<file path="config.mk">
export PLATFORM = sky130hd
export DESIGN_NAME = hart_ctrl_decoder
export DESIGN_NICKNAME = d
export VERILOG_FILES = /design/src/rtl/riscv_ctrl_pkg.sv /design/src/rtl/lrsc_reservation_table.sv /design/src/rtl/hart_ctrl_decoder.sv
export SDC_FILE = /design/constraint.sdc
export NUM_CORES = 1
export LEC_CHECK = 0
export CAP_MARGIN = 20
export CORE_MARGIN = 4
export CORE_UTILIZATION = 35
export CTS_CLUSTER_DIAMETER = 50
export CTS_CLUSTER_SIZE = 8
export DETAILED_ROUTE_END_ITERATION = 8
export DONT_BUFFER_PORTS = 1
export GPL_TIMING_DRIVEN = 0
export HOLD_SLACK_MARGIN = 0.08
export PLACE_DENSITY = 0.53
export SYNTH_ARGS = -nofsm -noshare
export SYNTH_HDL_FRONTEND = slang
export SYNTH_SLANG_ARGS = --single-unit
</file>
<file path="constraint.sdc">
create_clock -name i_clk -period 6.4 [get_ports i_clk]
set_clock_uncertainty 0.1 [all_clocks]
set_input_delay 0.96 -clock i_clk [delete_from_list [all_inputs] [get_ports i_clk]]
set_output_delay 0.96 -clock i_clk [all_outputs]
set_load 0.005 [all_outputs]
</file>
<file path="src/rtl/riscv_ctrl_pkg.sv">
// rtl/riscv_ctrl_pkg.sv - shared control-bundle types, opcode constants and decode function
//   ctrl_t       : registered control bundle handed to execute
//   decode_t     : ctrl_t plus an unsupported-encoding flag
//   decode_ctrl  : opcode/funct3/funct7 -> decode_t (ctrl forced to zero when illegal)
package riscv_ctrl_pkg;

    typedef struct packed {
        logic [3:0] immSel;
        logic       brmuxsel;
        logic       br_signed;
        logic       is_branch;
        logic       is_jump;
        logic       jalr_clear_lsb;
        logic       aluop1sel;
        logic       aluop2sel;
        logic [3:0] ALUctrl;
        logic       MemWr;
        logic       regWE;
        logic       load;
        logic [1:0] WBSel;
        logic       slt_op;
        logic       res_station_valid;
        logic       store_cond;
    } ctrl_t;

    typedef struct packed {
        ctrl_t ctrl;
        logic  illegal;
    } decode_t;

    localparam logic [6:0] OPC_OP     = 7'b0110011;
    localparam logic [6:0] OPC_OP_IMM = 7'b0010011;
    localparam logic [6:0] OPC_LOAD   = 7'b0000011;
    localparam logic [6:0] OPC_STORE  = 7'b0100011;
    localparam logic [6:0] OPC_BRANCH = 7'b1100011;
    localparam logic [6:0] OPC_JAL    = 7'b1101111;
    localparam logic [6:0] OPC_JALR   = 7'b1100111;
    localparam logic [6:0] OPC_LUI    = 7'b0110111;
    localparam logic [6:0] OPC_AUIPC  = 7'b0010111;
    localparam logic [6:0] OPC_SYSTEM = 7'b1110011;
    localparam logic [6:0] OPC_AMO    = 7'b0101111;

    localparam logic [6:0] F7_BASE = 7'b0000000;
    localparam logic [6:0] F7_ALT  = 7'b0100000;
    localparam logic [4:0] AMO_LR  = 5'b00010;
    localparam logic [4:0] AMO_SC  = 5'b00011;

    localparam logic [1:0] MEM_NONE  = 2'b00;
    localparam logic [1:0] MEM_STORE = 2'b01;
    localparam logic [1:0] MEM_LR    = 2'b10;
    localparam logic [1:0] MEM_SC    = 2'b11;

    function automatic decode_t decode_ctrl(input logic [6:0] opcode,
                                            input logic [2:0] funct3,
                                            input logic [6:0] funct7);
        decode_t d;
        d = '0;
        case (opcode)
            OPC_OP, OPC_OP_IMM: begin
                d.ctrl.WBSel   = 2'b01;
                d.ctrl.regWE   = 1'b1;
                d.ctrl.ALUctrl = 4'b0010;
                // Only register-register SUB selects the subtract ALU op;
                // SRA/SRAI share funct7 but stay on the shift path.
                if (opcode == OPC_OP && funct7 == F7_ALT && funct3 == 3'b000)
                    d.ctrl.ALUctrl = 4'b0001;
                if (funct3 == 3'b010) begin
                    d.ctrl.slt_op    = 1'b1;
                    d.ctrl.br_signed = 1'b1;
                    d.ctrl.WBSel     = 2'b11;
                end
                if (funct3 == 3'b011) begin
                    d.ctrl.slt_op = 1'b1;
                    d.ctrl.WBSel  = 2'b11;
                end
                if (opcode == OPC_OP_IMM) begin
                    d.ctrl.immSel    = 4'b0001;
                    d.ctrl.aluop2sel = 1'b1;
                    d.ctrl.brmuxsel  = 1'b1;
                end
                // funct7 carries immediate bits for OP-IMM, so only OP checks it.
                if (opcode == OPC_OP && funct7 != F7_BASE && funct7 != F7_ALT)
                    d.illegal = 1'b1;
            end
            OPC_LOAD: begin
                d.ctrl.load      = 1'b1;
                d.ctrl.immSel    = 4'b0001;
                d.ctrl.aluop2sel = 1'b1;
                d.ctrl.regWE     = 1'b1;
            end
            OPC_STORE: begin
                d.ctrl.immSel    = 4'b0010;
                d.ctrl.aluop2sel = 1'b1;
                d.ctrl.MemWr     = 1'b1;
            end
            OPC_BRANCH: begin
                d.ctrl.immSel    = 4'b0011;
                d.ctrl.aluop1sel = 1'b1;
                d.ctrl.aluop2sel = 1'b1;
                d.ctrl.is_branch = 1'b1;
                d.ctrl.br_signed = (funct3 == 3'b100) || (funct3 == 3'b101);
            end
            OPC_JAL: begin
                d.ctrl.is_jump   = 1'b1;
                d.ctrl.immSel    = 4'b0100;
                d.ctrl.aluop1sel = 1'b1;
                d.ctrl.aluop2sel = 1'b1;
                d.ctrl.WBSel     = 2'b10;
                d.ctrl.regWE     = 1'b1;
            end
            OPC_JALR: begin
                d.ctrl.is_jump        = 1'b1;
                d.ctrl.immSel         = 4'b0001;
                d.ctrl.aluop2sel      = 1'b1;
                d.ctrl.WBSel          = 2'b10;
                d.ctrl.regWE          = 1'b1;
                d.ctrl.jalr_clear_lsb = 1'b1;
            end
            OPC_LUI: begin
                d.ctrl.aluop2sel = 1'b1;
                d.ctrl.ALUctrl   = 4'b0011;
                d.ctrl.WBSel     = 2'b01;
                d.ctrl.regWE     = 1'b1;
            end
            OPC_AUIPC: begin
                d.ctrl.aluop1sel = 1'b1;
                d.ctrl.aluop2sel = 1'b1;
                d.ctrl.WBSel     = 2'b01;
                d.ctrl.regWE     = 1'b1;
            end
            OPC_SYSTEM: begin
                d.ctrl.immSel    = 4'b0101;
                d.ctrl.aluop2sel = 1'b1;
                d.ctrl.ALUctrl   = 4'b0011;
                d.ctrl.WBSel     = 2'b01;
                d.ctrl.regWE     = 1'b1;
            end
            OPC_AMO: begin
                // funct7[1:0] are aq/rl ordering bits and do not affect decode.
                if (funct7[6:2] == AMO_LR) begin
                    d.ctrl.load              = 1'b1;
                    d.ctrl.res_station_valid = 1'b1;
                    d.ctrl.immSel            = 4'b0110;
                    d.ctrl.aluop2sel         = 1'b1;
                    d.ctrl.regWE             = 1'b1;
                end else if (funct7[6:2] == AMO_SC) begin
                    d.ctrl.store_cond = 1'b1;
                    d.ctrl.immSel     = 4'b0110;
                    d.ctrl.aluop2sel  = 1'b1;
                    d.ctrl.regWE      = 1'b1;
                    d.ctrl.WBSel      = 2'b11;
                end else begin
                    d.illegal = 1'b1;
                end
            end
            default: d.illegal = 1'b1;
        endcase
        if (d.illegal)
            d.ctrl = '0;
        return d;
    endfunction

endpackage

</file>
<file path="src/rtl/lrsc_reservation_table.sv">
// rtl/lrsc_reservation_table.sv - per-hart LR/SC reservation table with registered SC result
//   i_clk, i_rstn                : clock, asynchronous active-low reset
//   i_mem_valid/_hart_id/_addr/_op : one memory-stage op per cycle (none/store/LR/SC)
//   o_sc_done/_hart_id/_success  : SC resolution, one cycle after the SC
//   o_res_valid                  : reservation-valid bit per hart
module lrsc_reservation_table
    import riscv_ctrl_pkg::*;
#(
    parameter int NUM_HARTS   = 16,
    parameter int HART_ID_W   = $clog2(NUM_HARTS),
    parameter int ADDR_W      = 32,
    parameter int RES_GRANULE = 2
) (
    input  logic                 i_clk,
    input  logic                 i_rstn,
    input  logic                 i_mem_valid,
    input  logic [HART_ID_W-1:0] i_mem_hart_id,
    input  logic [ADDR_W-1:0]    i_mem_addr,
    input  logic [1:0]           i_mem_op,
    output logic                 o_sc_done,
    output logic [HART_ID_W-1:0] o_sc_hart_id,
    output logic                 o_sc_success,
    output logic [NUM_HARTS-1:0] o_res_valid
);

    localparam int TAG_W = ADDR_W - RES_GRANULE;

    logic [NUM_HARTS-1:0] res_valid;
    logic [NUM_HARTS-1:0] res_valid_nxt;
    logic [NUM_HARTS-1:0] tag_match;
    logic [NUM_HARTS-1:0] issuer;
    logic [TAG_W-1:0]     res_tag [NUM_HARTS];
    logic [TAG_W-1:0]     mem_tag;
    logic                 is_store;
    logic                 is_lr;
    logic                 is_sc;
    logic                 sc_ok;
    logic                 unused_addr_lo;

    assign mem_tag        = i_mem_addr[ADDR_W-1:RES_GRANULE];
    assign unused_addr_lo = ^i_mem_addr[RES_GRANULE-1:0];
    assign issuer         = {{(NUM_HARTS-1){1'b0}}, 1'b1} << i_mem_hart_id;

    assign is_store = i_mem_valid && (i_mem_op == MEM_STORE);
    assign is_lr    = i_mem_valid && (i_mem_op == MEM_LR);
    assign is_sc    = i_mem_valid && (i_mem_op == MEM_SC);

    always_comb begin
        tag_match = '0;
        for (int k = 0; k < NUM_HARTS; k++)
            tag_match[k] = (res_tag[k] == mem_tag);
    end

    assign sc_ok = is_sc && |(res_valid & tag_match & issuer);

    always_comb begin
        res_valid_nxt = res_valid;
        if (is_lr) begin
            res_valid_nxt = res_valid | issuer;
        end else if (is_store) begin
            // A store to a reserved word breaks every hart's reservation on it,
            // the storing hart included.
            res_valid_nxt = res_valid & ~tag_match;
        end else if (is_sc) begin
            res_valid_nxt = res_valid & ~issuer;
            // A successful SC is a store, so competing reservations on the word die.
            if (sc_ok)
                res_valid_nxt = res_valid_nxt & ~tag_match;
        end
    end

    always_ff @(posedge i_clk or negedge i_rstn) begin
        if (!i_rstn) begin
            res_valid    <= '0;
            for (int k = 0; k < NUM_HARTS; k++)
                res_tag[k] <= '0;
            o_sc_done    <= 1'b0;
            o_sc_hart_id <= '0;
            o_sc_success <= 1'b0;
        end else begin
            res_valid <= res_valid_nxt;
            if (is_lr)
                res_tag[i_mem_hart_id] <= mem_tag;
            o_sc_done    <= is_sc;
            o_sc_success <= sc_ok;
            if (is_sc)
                o_sc_hart_id <= i_mem_hart_id;
        end
    end

    assign o_res_valid = res_valid;

endmodule

</file>
<file path="src/rtl/hart_ctrl_decoder.sv">
// rtl/hart_ctrl_decoder.sv - hart-tagged pipelined control decoder with LR/SC reservation table
//   i_clk, i_rstn                         : clock, asynchronous active-low reset
//   i_valid/_hart_id/_opcode/_funct3/_funct7 : issued instruction fields
//   i_flush, i_flush_hart_id              : kill in-flight entries of one hart
//   o_valid/_hart_id/_ctrl/_illegal       : control bundle, DECODE_STAGES cycles later
//   i_mem_*                               : memory-stage op feeding the reservation table
//   o_sc_*, o_res_valid                   : SC resolution and reservation state
module hart_ctrl_decoder
    import riscv_ctrl_pkg::*;
#(
    parameter int NUM_HARTS     = 16,
    parameter int HART_ID_W     = $clog2(NUM_HARTS),
    parameter int ADDR_W        = 32,
    parameter int DECODE_STAGES = 1,
    parameter int RES_GRANULE   = 2
) (
    input  logic                 i_clk,
    input  logic                 i_rstn,
    input  logic                 i_valid,
    input  logic [HART_ID_W-1:0] i_hart_id,
    input  logic [6:0]           i_opcode,
    input  logic [2:0]           i_funct3,
    input  logic [6:0]           i_funct7,
    input  logic                 i_flush,
    input  logic [HART_ID_W-1:0] i_flush_hart_id,
    output logic                 o_valid,
    output logic [HART_ID_W-1:0] o_hart_id,
    output ctrl_t                o_ctrl,
    output logic                 o_illegal,
    input  logic                 i_mem_valid,
    input  logic [HART_ID_W-1:0] i_mem_hart_id,
    input  logic [ADDR_W-1:0]    i_mem_addr,
    input  logic [1:0]           i_mem_op,
    output logic                 o_sc_done,
    output logic [HART_ID_W-1:0] o_sc_hart_id,
    output logic                 o_sc_success,
    output logic [NUM_HARTS-1:0] o_res_valid
);

    logic                 stg_valid [DECODE_STAGES];
    logic [HART_ID_W-1:0] stg_hart  [DECODE_STAGES];
    ctrl_t                stg_ctrl  [DECODE_STAGES];
    logic                 stg_ill   [DECODE_STAGES];
    decode_t              dec;

    assign dec = decode_ctrl(i_opcode, i_funct3, i_funct7);

    // Flush is applied on every capture, so an entry of the flushed hart is
    // dropped whether it is entering stage 0 or advancing between stages.
    always_ff @(posedge i_clk or negedge i_rstn) begin
        if (!i_rstn) begin
            for (int s = 0; s < DECODE_STAGES; s++) begin
                stg_valid[s] <= 1'b0;
                stg_hart[s]  <= '0;
                stg_ctrl[s]  <= '0;
                stg_ill[s]   <= 1'b0;
            end
        end else begin
            stg_valid[0] <= i_valid && !(i_flush && (i_flush_hart_id == i_hart_id));
            stg_hart[0]  <= i_hart_id;
            stg_ctrl[0]  <= dec.ctrl;
            stg_ill[0]   <= dec.illegal;
            for (int s = 1; s < DECODE_STAGES; s++) begin
                stg_valid[s] <= stg_valid[s-1] &&
                                !(i_flush && (i_flush_hart_id == stg_hart[s-1]));
                stg_hart[s]  <= stg_hart[s-1];
                stg_ctrl[s]  <= stg_ctrl[s-1];
                stg_ill[s]   <= stg_ill[s-1];
            end
        end
    end

    assign o_valid   = stg_valid[DECODE_STAGES-1];
    assign o_hart_id = stg_hart[DECODE_STAGES-1];
    assign o_ctrl    = stg_ctrl[DECODE_STAGES-1];
    assign o_illegal = stg_ill[DECODE_STAGES-1];

    // The memory stage is past the flush point, so the table ignores i_flush.
    lrsc_reservation_table #(
        .NUM_HARTS   (NUM_HARTS),
        .HART_ID_W   (HART_ID_W),
        .ADDR_W      (ADDR_W),
        .RES_GRANULE (RES_GRANULE)
    ) u_res_table (
        .i_clk         (i_clk),
        .i_rstn        (i_rstn),
        .i_mem_valid   (i_mem_valid),
        .i_mem_hart_id (i_mem_hart_id),
        .i_mem_addr    (i_mem_addr),
        .i_mem_op      (i_mem_op),
        .o_sc_done     (o_sc_done),
        .o_sc_hart_id  (o_sc_hart_id),
        .o_sc_success  (o_sc_success),
        .o_res_valid   (o_res_valid)
    );

endmodule
</file>
# [Word-level counts from Yosys, hierarchy flattened]
# Cells that the tools add are included.
# W data, S select, Z words.
[totals] register_bits=531
[classes] order_cmp=2 eq_ne=39 n_shift=1 mux=40 bitwise=9 reduce_logical=25
[ops] op="$bwmux W480" count=1
[ops] op="$eq A30 B30 Y1" count=16
[ops] op="$demux W30 S4" count=1
[ops] op="$and A16 B16 Y16" count=5
[ops] op="$mux W16" count=4
[ops] op="$eq A7 B6 Y1 const B" count=5
[ops] op="$not A16 Y16" count=2
[ops] op="$mux W30" count=1
[ops] op="$eq A7 B7 Y1 const B" count=4
[ops] op="$pmux W4 S7" count=1
[ops] op="$mux W23" count=1
[ops] op="$or A16 B16 Y16" count=1
[ops] op="$reduce_or A16 Y1" count=1
[ops] op="$reduce_or A8 Y1" count=2
[ops] op="$shl A1 B4 Y16 const A" count=1
[ops] op="$eq A7 B5 Y1 const B" count=2
[ops] op="$mux W1" count=14
[ops] op="$mux W2" count=6
[ops] op="$mux W3" count=4
[ops] op="$logic_and A1 B1 Y1" count=11
[ops] op="$eq A5 B2 Y1 const B" count=2
[ops] op="$pmux W2 S4" count=1
[ops] op="$pmux W4 S2" count=1
[ops] op="$reduce_or A2 Y1" count=4
[ops] op="18 further kinds" count=25

# [Longest topological paths before layout]
[depth] depth_word=9 depth_mapped=10 depth_no_buf=7

# [Cells and area by module]
# From an unflattened synthesis, not the netlist that was laid out.
[unflattened] hier_cells=2094 hier_area_um2=26593.0
[modules_own_cells] mod="lrsc_reservation_table" n_inst=1 cells_per_inst=1978 area_each_um2=25405.6 seq_area_each_um2=12562.0
[modules_own_cells] mod="hart_ctrl_decoder" n_inst=1 cells_per_inst=116 area_each_um2=1187.4 seq_area_each_um2=650.6

# [Worst setup path after synthesis]
# OpenSTA, ideal clock, no wires.
[synth_timing] path_kind="input to register" start="input i_mem_addr[28]" end="register u_res_table.res_valid[0] (netlist: u_res_table.o_res_valid[0])" arrival_time_ns=2.697 t_required_ns=6.176 setup_slack_ns=3.479 cell_stages=10 path_buffers=3 cell_sequence="buf_2 > buf_6 > xor2_1 > nor4_1 > nand4_1 > nor4_1 > a2111oi_1 > a41oi_2 > buf_6 > o21bai_2"
[synth_between] elab_chain_len=9
[synth_rtl] item="from (decl)" line="hart_ctrl_decoder.sv:32" rtl="input logic [ADDR_W-1:0] i_mem_addr,"
[synth_rtl] item="$eq A30 B30 Y1" line="lrsc_reservation_table.sv:51" rtl="tag_match[k] = (res_tag[k] == mem_tag);"
[synth_rtl] item="$and A16 B16 Y16 * (2 in a row)" line="lrsc_reservation_table.sv:54" rtl="assign sc_ok = is_sc && |(res_valid & tag_match & issuer);"
[synth_rtl] item="$reduce_or A16 Y1 *" line="lrsc_reservation_table.sv:54"
[synth_rtl] item="$logic_and A1 B1 Y1 *" line="lrsc_reservation_table.sv:54"
[synth_rtl] item="named net u_res_table.sc_ok" line="lrsc_reservation_table.sv:37" rtl="logic sc_ok;"
[synth_rtl] item="$mux W16 *" line="lrsc_reservation_table.sv:67" rtl="if (sc_ok)"
[synth_rtl] item="$mux W16 *" line="lrsc_reservation_table.sv:64" rtl="end else if (is_sc) begin"
[synth_rtl] item="$mux W16 *" line="lrsc_reservation_table.sv:60" rtl="end else if (is_store) begin"
[synth_rtl] item="$mux W16 *" line="lrsc_reservation_table.sv:58" rtl="if (is_lr) begin"
[synth_rtl] item="to (signal assigned)" line="lrsc_reservation_table.sv:81" rtl="res_valid <= res_valid_nxt;"
[synth_rtl] item="to (decl)" line="lrsc_reservation_table.sv:28" rtl="logic [NUM_HARTS-1:0] res_valid;"
# Mark *: on every way through the listed nets, which the timed path passes. The rest lies on a longest branch. The select of a mux whose other input is x is not followed.
# A chain may end at the register's enable or synchronous reset.

# [Final worst setup path]
[layout_timing] start="input i_mem_addr[8]" end="register u_res_table.res_valid[13] (netlist: u_res_table.o_res_valid[13])"
# The elaborated chain is that of the path after synthesis.

==> impl_metrics.csv <==
group,metric,value,unit
global_route,grt_max_degree,529,
synth,synth_enable_flop_cells,0,
global_route,grt_pass1_vias,18146,
layout,fillers,7003,
placed_design,io_buffers,0,
run_status,status,"finished, final reports clean",
min_path,hold_path.class,"in2async",
layout,nets,2248,
timing,fmax,254.2,MHz
timing,hold_violations,0,
synth,mappedNetlistArea,26470,um2
clock_network,cts_buffer_depth,3,
power_and_ir_drop,internal_power,6845,uW
power_and_ir_drop,ir_worst_vdd,231.3,uV
synth,synth_area_leader_cell,"dfrtp_1",
clock_network,postCtsSetupRepairBufs,0,
setup_path,path_class,"in2reg",
floorplanning,die_h,283.0,um
floorplanning,rows,100,
global_route,overflow,0,
detailed_routing,postRouteAntennaNets,0,
timing,grt_setup_unrepaired,"false",
setup_path,r2r_start,"u_res_table.res_tag[449]",
clock_network,cts.reportedPaths.clkPinSlew,0.05,ns
setup_path,worstSetupEndpointType,"flip-flop",
synth,synth_top_area_share,49.91,%
clock_network,worstSkewPairLatency,0.64,ns
setup_path,arrival,4.34,ns
synth,async_flop_share,100.0,%
clock_network,post_cts_resized,0,
setup_path,r2r_slack,2.80,ns
synth,synth_common_cells,"528 x dfrtp_1, 484 x mux2_2, 420 x xor2_1",
clock_network,numCtsBuffers,82,
detailed_routing,dr_total_vias,17435,
global_route,antenna_found_initial,8,
floorplanning,die_area,80110,um2
global_route,grt_pass1_wl,136100,um
timing,setup-tns-final,0,ns
power_and_ir_drop,combPwrFrac,13.7,%
synth,yosysUniqueCellTypes,46,
synth,yosysSeqAreaShare,49.91,%
setup_path,required,6.81,ns
clock_network,cts_tree,"built",
floorplanning,io-pin-count,119,
setup_path,startpoint_type,"input pin",
layout,area_growth_syn_to_layout,13.95,%
floorplanning,coreArea,74700,um2
synth,synth_warnings,0,
synth,synth_cells,2090,
global_route,grt_use_total,23.69,%
timing,fin_crit,3.935,ns
power_and_ir_drop,p_clk_share,43.4,%
power_and_ir_drop,p_leak,0.01412,uW
synth,synth.top_cells.by_area,"dfrtp_1 50%, mux2_2 21%, xor2_1 14%",
clock_network,htreeDepth,3,
timing,max_slew_margin,19.24,%
detailed_routing,wl,96650,um
layout,multiInputGateArea,12060,um2
placed_design,dpl.hpwl,64150,um
timing,slew_viol_final,0,
power_and_ir_drop,seqPwrFrac,42.9,%
setup_path,cp_max_fo,10,
power_and_ir_drop,p_sw,2558,uW
setup_path,r2r_end,"u_res_table.o_res_valid[13]",
layout,stdcell_area,30170,um2
placed_design,place_area,27700,um2
detailed_routing,drc,0,
detailed_routing,vias_per_cell,5.469,
timing,fin_crit_sh,61.48,%
power_and_ir_drop,switching_share,27.21,%
timing,worst_slew_pin_slew,1.211,ns
synth,ys_seq_elements,528,
power_and_ir_drop,power_density,311.7,nW/um2
timing,setup_violations,0,
setup_path,reg2reg_depth,8,
synth,synth.avg_cell_area,12.67,um2
placed_design,gp_congestion,0.8484,
detailed_routing,avgRoutedWirePerCell,30.32,um
floorplanning,initial_core_util,35.44,%
synth,synthMostInstantiatedCell,"dfrtp_1",
clock_network,cts.sinks,528,
detailed_routing,drtPass1Iterations,5,
synth,ys.flop_type,"dfrtp_1",
layout,drive_above_1_share,32.31,%
detailed_routing,drt_iter0_drc,1611,
run,cap_viol_max_count,0,
layout,seqCellArea,13210,um2
clock_network,clock-root-buffer,"clkbuf_16",
floorplanning,die_width,283.0,um
## worst max-delay path by stage
stage | start | end | slack [ns] | cells after the start
global route | i_mem_addr[8] | u_res_table.o_res_valid[13] | 2.26 | 10
finish | i_mem_addr[8] | u_res_table.o_res_valid[13] | 2.47 | 10
floorplan | i_mem_addr[28] | u_res_table.o_res_valid[0] | 3.48 | 10
global placement | i_mem_addr[8] | u_res_table.o_res_valid[6] | 1.74 | 10
detailed placement | i_mem_addr[8] | u_res_table.o_res_valid[13] | 1.83 | 10
CTS | i_mem_addr[11] | u_res_table.o_res_valid[13] | 2.49 | 10
## registers in the layout (all words and copies together) (netlist names)
register,flops
o_valid,1
u_res_table.o_res_valid,16
u_res_table.o_sc_hart_id,4
u_res_table.o_sc_success,1
o_ctrl,20
u_res_table.res_tag,480
u_res_table.o_sc_done,1
o_illegal,1
o_hart_id,4
## power groups by stage
stage                     logic, uW  registers [uW]  clock network [uW]
after global placement         1230            4060                   0
final                          1290            4030                4080
after floorplan                 914            4020                   0
after detailed placement       1250            4080                   0
after CTS                      1260            4030                4150
after global routing           1380            4070                4300
## through the flow
stage	utilization [%]	std cells	setup WS [ns]	hold WS [ns]	power, uW
3_5_place_dp	37.09	3063	1.830	0.4135	5329
4_1_cts	40.30	3180	2.492	-0.07923	9433
6_report	40.39	3188	2.465	0.01008	9404
3_3_place_gp	37.08	3061	1.744	0.4068	5284
5_1_grt	40.37	3182	2.256	-0.02243	9752
2_1_floorplan	-	2092	3.479	0.3995	4934
## metal layers
layer / GRT usage (%) / vias to the layer above / wire, um / part of all wire (%)
li1: - / 7414 / - / -
met1: 30.87 / 9237 / 40080 / 41
met2: 39.70 / 609 / 46560 / 48
met3: 4.630 / 173 / 6677 / 6.9
met4: 7.841 / 2 / 3326 / 3.4
met5: 0 / - / 9 / 0.0093
## final cells by class
class / count / area share, %
sequential: 528 / 43.80
multi-input combinational: 1369 / 39.96
clock buffer: 103 / 7.366
tap: 969 / 4.019
buffer: 187 / 3.924
clock inverter: 14 / 0.5931
timing repair buffer: 4 / 0.1908
inverter: 8 / 0.09954
antenna: 6 / 0.04977
## logic make-up after synthesis
group,synth area share (%)
simple gates,6.560
mux,20.59
buf+inv,4.584
xor+xnor,16.05
other cells,0.01416
compound gates,2.302
flops,49.91
## critical path: stages
cell       delay, ns
buf_4           0.18
buf_4           0.31
xor2_1          0.11
nor4_1          0.80
nand4_1         0.32
nor4_1          0.65
a2111oi_1       0.19
a41oi_2         0.46
buf_6           0.26
o21bai_2        0.09
## cell usage in the layout, fill, tap and decap left out, types with 11 or more instances in the layout
| cell type | n |
|---|---|
| nand3_1 | 26 |
| nor2_1 | 24 |
| xor2_1 | 420 |
| clkbuf_1 | 89 |
| nand4_1 | 26 |
| buf_6 | 47 |
| dfrtp_1 | 528 |
| xnor2_1 | 65 |
| nor3_1 | 17 |
| a21o_1 | 11 |
| a21oi_1 | 18 |
| o21ai_0 | 24 |
| mux2_2 | 484 |
| buf_2 | 46 |
| clkbuf_16 | 83 |
| nand2_1 | 51 |
| nor4_1 | 121 |
(Power assumes the default switching activity.)
